--- config.mk ---
export PLATFORM = sky130hd
export DESIGN_NAME = scl_phase_generator
export DESIGN_NICKNAME = d
export VERILOG_FILES = /design/src/rtl/scl_phase_generator.sv
export SDC_FILE = /design/constraint.sdc
export NUM_CORES = 1
export LEC_CHECK = 0
export CELL_PAD_IN_SITES_DETAIL_PLACEMENT = 1
export CELL_PAD_IN_SITES_GLOBAL_PLACEMENT = 2
export CORE_ASPECT_RATIO = 1.5
export CORE_MARGIN = 2
export CORE_UTILIZATION = 34
export DETAILED_ROUTE_END_ITERATION = 10
export MAX_ROUTING_LAYER = met4
export PLACE_DENSITY = 0.87
export SLEW_MARGIN = 10
export SYNTH_ARGS = -nofsm -noshare
export SYNTH_HDL_FRONTEND = slang
export SYNTH_SLANG_ARGS = --single-unit
export TNS_END_PERCENT = 5
--- constraint.sdc ---
create_clock -name CLK -period 2.1 [get_ports CLK]
set_input_delay 0.21 -clock CLK [delete_from_list [all_inputs] [get_ports CLK]]
set_output_delay 0.21 -clock CLK [all_outputs]
set_load 0.005 [all_outputs]
--- src/rtl/scl_phase_generator.sv ---
// Four-quarter SCL phase generator with strobes and glitch-free runtime divisor reload.
// Define SCL_STRETCH_EN to hold Q2 while the synchronised SCL_IN is low (slave clock stretching).
module scl_phase_generator #(
    parameter int unsigned        CNT_W       = 16,
    parameter logic [CNT_W-1:0]   DEFAULT_DIV = CNT_W'(124)
) (
    input  logic             CLK,
    input  logic             RESET,
    input  logic             EN,
    input  logic [CNT_W-1:0] DIV,
    input  logic             DIV_LD,
    input  logic             SCL_IN,
    output logic             CLK_OUT,
    output logic [1:0]       PHASE,
    output logic             TICK_PERIOD,
    output logic             TICK_LOW_MID,
    output logic             TICK_HIGH_MID,
    output logic             STRETCH,
    output logic             BUSY
);

    typedef enum logic [0:0] {StIdle, StRun} state_e;

    state_e           state_q, state_d;
    logic [CNT_W-1:0] cnt_q, cnt_d;
    logic [CNT_W-1:0] active_div_q, active_div_d;
    logic [CNT_W-1:0] pending_div_q, pending_div_d;
    logic [CNT_W-1:0] next_div;
    logic [1:0]       phase_q, phase_d, phase_inc;
    logic             clk_out_q, clk_out_d;
    logic             tick_period_q, tick_period_d;
    logic             tick_low_mid_q, tick_low_mid_d;
    logic             tick_high_mid_q, tick_high_mid_d;
    logic             hold;

`ifdef SCL_STRETCH_EN
    logic scl_meta_q, scl_sync_q;
    logic stretch_q, stretch_d;

    always_ff @(posedge CLK) begin
        if (RESET) begin
            scl_meta_q <= 1'b1;
            scl_sync_q <= 1'b1;
            stretch_q  <= 1'b0;
        end else begin
            scl_meta_q <= SCL_IN;
            scl_sync_q <= scl_meta_q;
            stretch_q  <= stretch_d;
        end
    end

    // Stretch only at the start of Q2: the counter is parked at zero until SCL is seen high.
    assign hold = (phase_q == 2'd2) && (cnt_q == '0) && !scl_sync_q;

    // Registered flag mirrors hold for the coming cycle; scl_meta_q is next cycle's scl_s.
    always_comb begin
        stretch_d = (state_d == StRun) && (phase_d == 2'd2) && (cnt_d == '0) && !scl_meta_q;
    end

    assign STRETCH = stretch_q;
`else
    logic unused_scl;
    assign unused_scl = SCL_IN;
    assign hold       = 1'b0;
    assign STRETCH    = 1'b0;
`endif

    always_ff @(posedge CLK) begin
        if (RESET) begin
            state_q         <= StIdle;
            cnt_q           <= '0;
            phase_q         <= 2'd3;
            active_div_q    <= DEFAULT_DIV;
            pending_div_q   <= DEFAULT_DIV;
            clk_out_q       <= 1'b1;
            tick_period_q   <= 1'b0;
            tick_low_mid_q  <= 1'b0;
            tick_high_mid_q <= 1'b0;
        end else begin
            state_q         <= state_d;
            cnt_q           <= cnt_d;
            phase_q         <= phase_d;
            active_div_q    <= active_div_d;
            pending_div_q   <= pending_div_d;
            clk_out_q       <= clk_out_d;
            tick_period_q   <= tick_period_d;
            tick_low_mid_q  <= tick_low_mid_d;
            tick_high_mid_q <= tick_high_mid_d;
        end
    end

    always_comb begin
        state_d         = state_q;
        cnt_d           = cnt_q;
        phase_d         = phase_q;
        active_div_d    = active_div_q;
        clk_out_d       = clk_out_q;
        tick_period_d   = 1'b0;
        tick_low_mid_d  = 1'b0;
        tick_high_mid_d = 1'b0;
        phase_inc       = phase_q + 2'd1;

        // A same-edge load bypasses the pending register so it takes effect at this Q0 entry.
        next_div      = DIV_LD ? DIV : pending_div_q;
        pending_div_d = next_div;

        case (state_q)
            StIdle: begin
                cnt_d     = '0;
                phase_d   = 2'd3;
                clk_out_d = 1'b1;
                if (EN) begin
                    state_d       = StRun;
                    phase_d       = 2'd0;
                    clk_out_d     = 1'b0;
                    tick_period_d = 1'b1;
                    active_div_d  = next_div;
                end
            end
            StRun: begin
                if (!EN) begin
                    state_d   = StIdle;
                    cnt_d     = '0;
                    phase_d   = 2'd3;
                    clk_out_d = 1'b1;
                end else if (hold) begin
                    cnt_d = '0;
                end else if (cnt_q == active_div_q) begin
                    cnt_d           = '0;
                    phase_d         = phase_inc;
                    clk_out_d       = phase_inc[1];
                    tick_period_d   = (phase_q == 2'd3);
                    tick_low_mid_d  = (phase_q == 2'd0);
                    tick_high_mid_d = (phase_q == 2'd2);
                    if (phase_q == 2'd3) begin
                        active_div_d = next_div;
                    end
                end else begin
                    cnt_d = cnt_q + 1'b1;
                end
            end
            default: begin
                state_d   = StIdle;
                cnt_d     = '0;
                phase_d   = 2'd3;
                clk_out_d = 1'b1;
            end
        endcase
    end

    assign CLK_OUT       = clk_out_q;
    assign PHASE         = phase_q;
    assign TICK_PERIOD   = tick_period_q;
    assign TICK_LOW_MID  = tick_low_mid_q;
    assign TICK_HIGH_MID = tick_high_mid_q;
    assign BUSY          = (state_q == StRun);

endmodule
==> results.md <==
| Step | Result | Value |
|:---|:---|:---|
| hold path | Worst min-delay path startpoint | active_div_q[4] |
| synth | YS warnings | 0 |
| clock network | Cts bufs inserted | 5 |
| power and ir drop | Proportion of power drawn by combinational gates | 0.100 |
| setup path | Register-to-Register Path Depth | 7 |
| setup path | End of the worst register-to-register path | active_div_q[6] |
| power and ir drop | Net switching power figure | 0.0004336 W |
| global route | Global-route wire length before repair | 7624 µm |
| floorplan | Floorplan die width | 69.53 µm |
| floorplan | Row count | 35 |
| global route | Number of antenna violations at the first check in global routing | 0 |
| synth | Mux cell area share after synthesis | 0.05029 |
| clock network | CTS max path bufs | 2 |
| setup path | Worst reg-to-reg setup slack | 0.16 ns |
| floorplan | Die Area | 7111 µm² |
| drt | DR vias | 1565 |
| drt | Post-route DRC | 0 |
| timing | Final worst path period need | 1.944 ns |
| clock network | Number of levels in the clock H-tree | 2 |
| synth | Number of different library cells in the post-synthesis netlist | 31 |
| global route | GRT Overall Usage | 0.1376 |
| power and ir drop | Cell-internal power | 0.001539 W |
| clock network | Clock transition time at the flip-flop clock pins of the worst setup and hold paths | 0.09 ns |
| setup path | Worst-path maximum fanout | 17 |
| synth | Area leader, netlist | sky130_fd_sc_hd__dfxtp_1 |
| drt | Routed wirelength normalized by instance count | 14.10 µm |
| power and ir drop | Clock power share | 0.341 |
| setup path | Category of the most critical setup path | reg -> reg |
| clock network | Clock latency at the later pin of the worst-skew pair | 0.29 ns |
| setup path | Required time reported for the critical path endpoint | 2.24 ns |
| power and ir drop | P_leak | 1.071 nW |
| power and ir drop | Part of the total power dissipated in sequential elements | 0.559 |
| drt | DR vias/cell | 4.801 |
| synth | Syn_area_per_cell | 10.14 µm² |
| hold path | Class of the tightest hold or removal check | reg -> reg |
| power and ir drop | Share of total power consumed by net switching | 0.2198 |
| synth | Netlist area before placement | 2190 µm² |
| job | Max Cap Violations | 0 |
| floorplan | Die span in y | 102.3 µm |
| timing | Setup Total Neg Slack | 0 ns |
| timing | Top achievable clock speed | 514.4 MHz |
| power and ir drop | IR Drop Worst-Case VDD | 0.3239 mV |
| cells and area | End-of-flow core utilization | 0.4371 |
| synth | XOR/XNOR Fraction of Synth Area | 0.1240 |
| run status | Outcome | finished, final reports clean |
| synth | Combinational family with the most area after synthesis | simple AND/OR/NAND/NOR gates |
| synth | Synthesized flop and latch total | 54 |
| cells and area | Area of the multi-input gates | 1003 µm² |
| place | Placer congestion estimate | 0.7472 |
| synth | Share of synthesized area occupied by flip-flops and latches | 0.4937 |
| floorplan | Starting utilization of the core area | 0.3546 |
| floorplan | Area of the core | 6175 µm² |
| synth | Synth top area share | 0.4937 |
| cells and area | Count of filler cells inserted in the layout | 717 |
| timing | Final hold violations | 0 |
| clock network | CTS Sinks | 54 |
| timing | Post-route setup slack | 0.1559 ns |
| drt | Wire length reported by the detailed router | 4596 µm |
| synth | Cells taking the most area after synthesis | sky130_fd_sc_hd__dfxtp_1 49%, sky130_fd_sc_hd__xnor2_1 8.0%, sky130_fd_sc_hd__mux2i_1 5.0% |
| synth | Simple logic cell fraction of the synthesized area | 0.1589 |
| setup path | Worst Path Arrival | 2.08 ns |
| clock network | TritonCTS clock tree | built |
| synth | Number of enable flip-flop cells after synthesis | 0 |
| timing | Final clock period utilization by the worst path | 0.9257 |
| cells and area | Area occupied by registers | 1081 µm² |
| setup path | CP endpoint kind | flip-flop |
| place | Placed Instances | 317 |
| cells and area | Fin area | 2699 µm² |
| clock network | Cell at the root of the clock tree | sky130_fd_sc_hd__clkbuf_8 |
| timing | Slew headroom | 0.5395 |
| timing | RSZ-0062 raised after global routing | false |
| timing | Actual transition at the worst max-transition pin | 0.6908 ns |
| global route | Number of global-route vias before repair | 1629 |
| timing | Count of final max-slew check failures | 0 |
| synth | Post-synthesis net count | 241 |
| place | Place WS | 0.001323 ns |
| cells and area | Layout Nets | 276 |
| global route | Total congestion overflow | 0 |
| power and ir drop | Total power per unit cell area | 730.9 nW/µm² |
| cells and area | Proportion of layout cells with a drive suffix above 1 | 0.07937 |
| setup path | Reg2reg start | cnt_q[4] |
| synth | Area fraction in compound gates after synthesis | 0.09657 |
| place | Buffers added on ports | 26 |
| drt | TritonRoute pass-1 iters | 5 |
| synth | Post-synth ARST share | 0 |
| cells and area | Final instance count without filler cells | 326 |
| synth | Post-Synth Adder-Cell Area | 0.02286 |
| drt | Post-route ant nets | 0 |
| floorplan | IO Count | 29 |
| synth | Post-synthesis cell count | 216 |
| place | Cell area after placement | 2576 µm² |
| drt | Initial drt markers | 72 |
| hold path | Destination of the worst hold path | active_div_q[4] |
| setup path | CP Launch Type | flip-flop |
| synth | Main flop type after synthesis | sky130_fd_sc_hd__dfxtp_1 |
| place | Final HPWL DP | 3375 µm |
| global route | Maximum number of pins on one net before global-route repair | 22 |
| timing | Final setup violation count | 0 |
| timing | Setup skew after layout | 0.006962 ns |
| cells and area | Diodes inserted | 0 |
| cells and area | Layout area overhead | 23.26% |
| hold path | Cells on Worst Hold Path | 2 |
## stage by stage
stage	total power [W]	hold slack, ns
2_1_floorplan	0.001243	0.3416
3_3_place_gp	0.001315	0.4625
3_5_place_dp	0.001324	0.4743
4_1_cts	0.002001	0.4883
5_1_grt	0.002066	0.5088
6_report	0.001973	0.4869
## placed cells by master, fill, tap and decap left out, types with 2 or more instances in the layout
master and count:
sky130_fd_sc_hd__and3_1 3, sky130_fd_sc_hd__nor2_1 28, sky130_fd_sc_hd__a22oi_1 5, sky130_fd_sc_hd__dfxtp_1 54, sky130_fd_sc_hd__nand4_1 7, sky130_fd_sc_hd__mux2i_1 11
sky130_fd_sc_hd__inv_1 14, sky130_fd_sc_hd__clkbuf_8 5, sky130_fd_sc_hd__nor2b_1 7, sky130_fd_sc_hd__a22o_1 11, sky130_fd_sc_hd__and2_1 2, sky130_fd_sc_hd__xnor2_1 20
sky130_fd_sc_hd__nand2_1 3, sky130_fd_sc_hd__ha_1 4, sky130_fd_sc_hd__buf_4 11, sky130_fd_sc_hd__a211oi_1 5, sky130_fd_sc_hd__o21ai_0 2, sky130_fd_sc_hd__and4_1 4
sky130_fd_sc_hd__clkbuf_1 2, sky130_fd_sc_hd__nand3_1 7, sky130_fd_sc_hd__xor2_1 11, sky130_fd_sc_hd__clkdlybuf4s50_1 26
## timing repair
| action | in CTS | in global routing |
|---|---|---|
| setup buffers | 0 | 1 |
| gates resized for setup | 0 | 1 |
| endpoints found under the setup margin | 0 | 6 |
| hold buffers | 0 | 0 |
## synth_stat cells, drive strengths merged, types with 3 or more instances
cell,number
clkbuf,3
a22oi,5
ha,4
dfxtp,54
and3,3
xnor2,20
nor2,28
a22o,11
a211oi,5
and4,4
nand4,7
inv,14
mux2i,11
buf,7
nor2b,7
nand3,7
xor2,11
nand2,3
## power by group through the flow
stage | Combinational, W | Sequential [W] | Clock, W
floorplan | 0.000125 | 0.00112 | 0
global placement | 0.000189 | 0.00113 | 0
detailed placement | 0.000197 | 0.00113 | 0
CTS | 0.000198 | 0.00110 | 0.000699
global route | 0.000218 | 0.00111 | 0.000739
finish | 0.000197 | 0.00110 | 0.000673
## how the worst max path moves through the flow
stage	startpoint	endpoint	slack [ns]	depth (start not counted)
after floorplan	cnt_q[13]	active_div_q[3]	0.40	7
after global placement	EN	active_div_q[15]	0.08	4
after detailed placement	EN	active_div_q[4]	0.001	4
after CTS	cnt_q[14]	active_div_q[6]	0.06	5
after global routing	cnt_q[4]	active_div_q[2]	0.02	7
final	cnt_q[4]	active_div_q[6]	0.16	7
## registers in the layout (all words and copies together) (netlist names)
signal         flops
active_div_q      16
cnt_q             16
pending_div_q     16
BUSY               1
CLK_OUT            1
PHASE              1
TICK_HIGH_MID      1
TICK_LOW_MID       1
TICK_PERIOD        1
## metal layers
layer	vias to the layer above	wire, µm	track usage	part of all wire
li1	793	-	-	-
met1	753	1988	0.1502	0.43
met2	15	2452	0.2574	0.53
met3	4	103	0.01775	0.022
met4	0	51	0.04525	0.011
met5	-	0	-	0
## cells by family after synthesis
group / after synthesis
buffers and inverters: 24
other: 1
adders and majority gates: 4
DFF: 54
muxes: 11
xor gates and xnor gates: 31
and+or+nand+nor: 65
AOI/OAI and AO/OA: 26
## worst max-delay path: stages, from the launching register on
cell                      delay, ns
sky130_fd_sc_hd__dfxtp_1       0.43
sky130_fd_sc_hd__xnor2_1       0.15
sky130_fd_sc_hd__nand4_1       0.17
sky130_fd_sc_hd__nor4_4        0.37
sky130_fd_sc_hd__buf_4         0.20
sky130_fd_sc_hd__a31o_1        0.15
sky130_fd_sc_hd__buf_4         0.21
sky130_fd_sc_hd__a22oi_1       0.12
## cell type report
type / count / share of cell area
Sequential cell: 54 / 0.4006
Tap cell: 74 / 0.03431
Timing Repair Buffer: 38 / 0.1344
Multi-Input combinational cell: 138 / 0.3718
Clock buffer: 7 / 0.02828
Inverter: 14 / 0.01947
Clock inverter: 1 / 0.01113
Note: power is estimated with default switching activity, not from simulation.
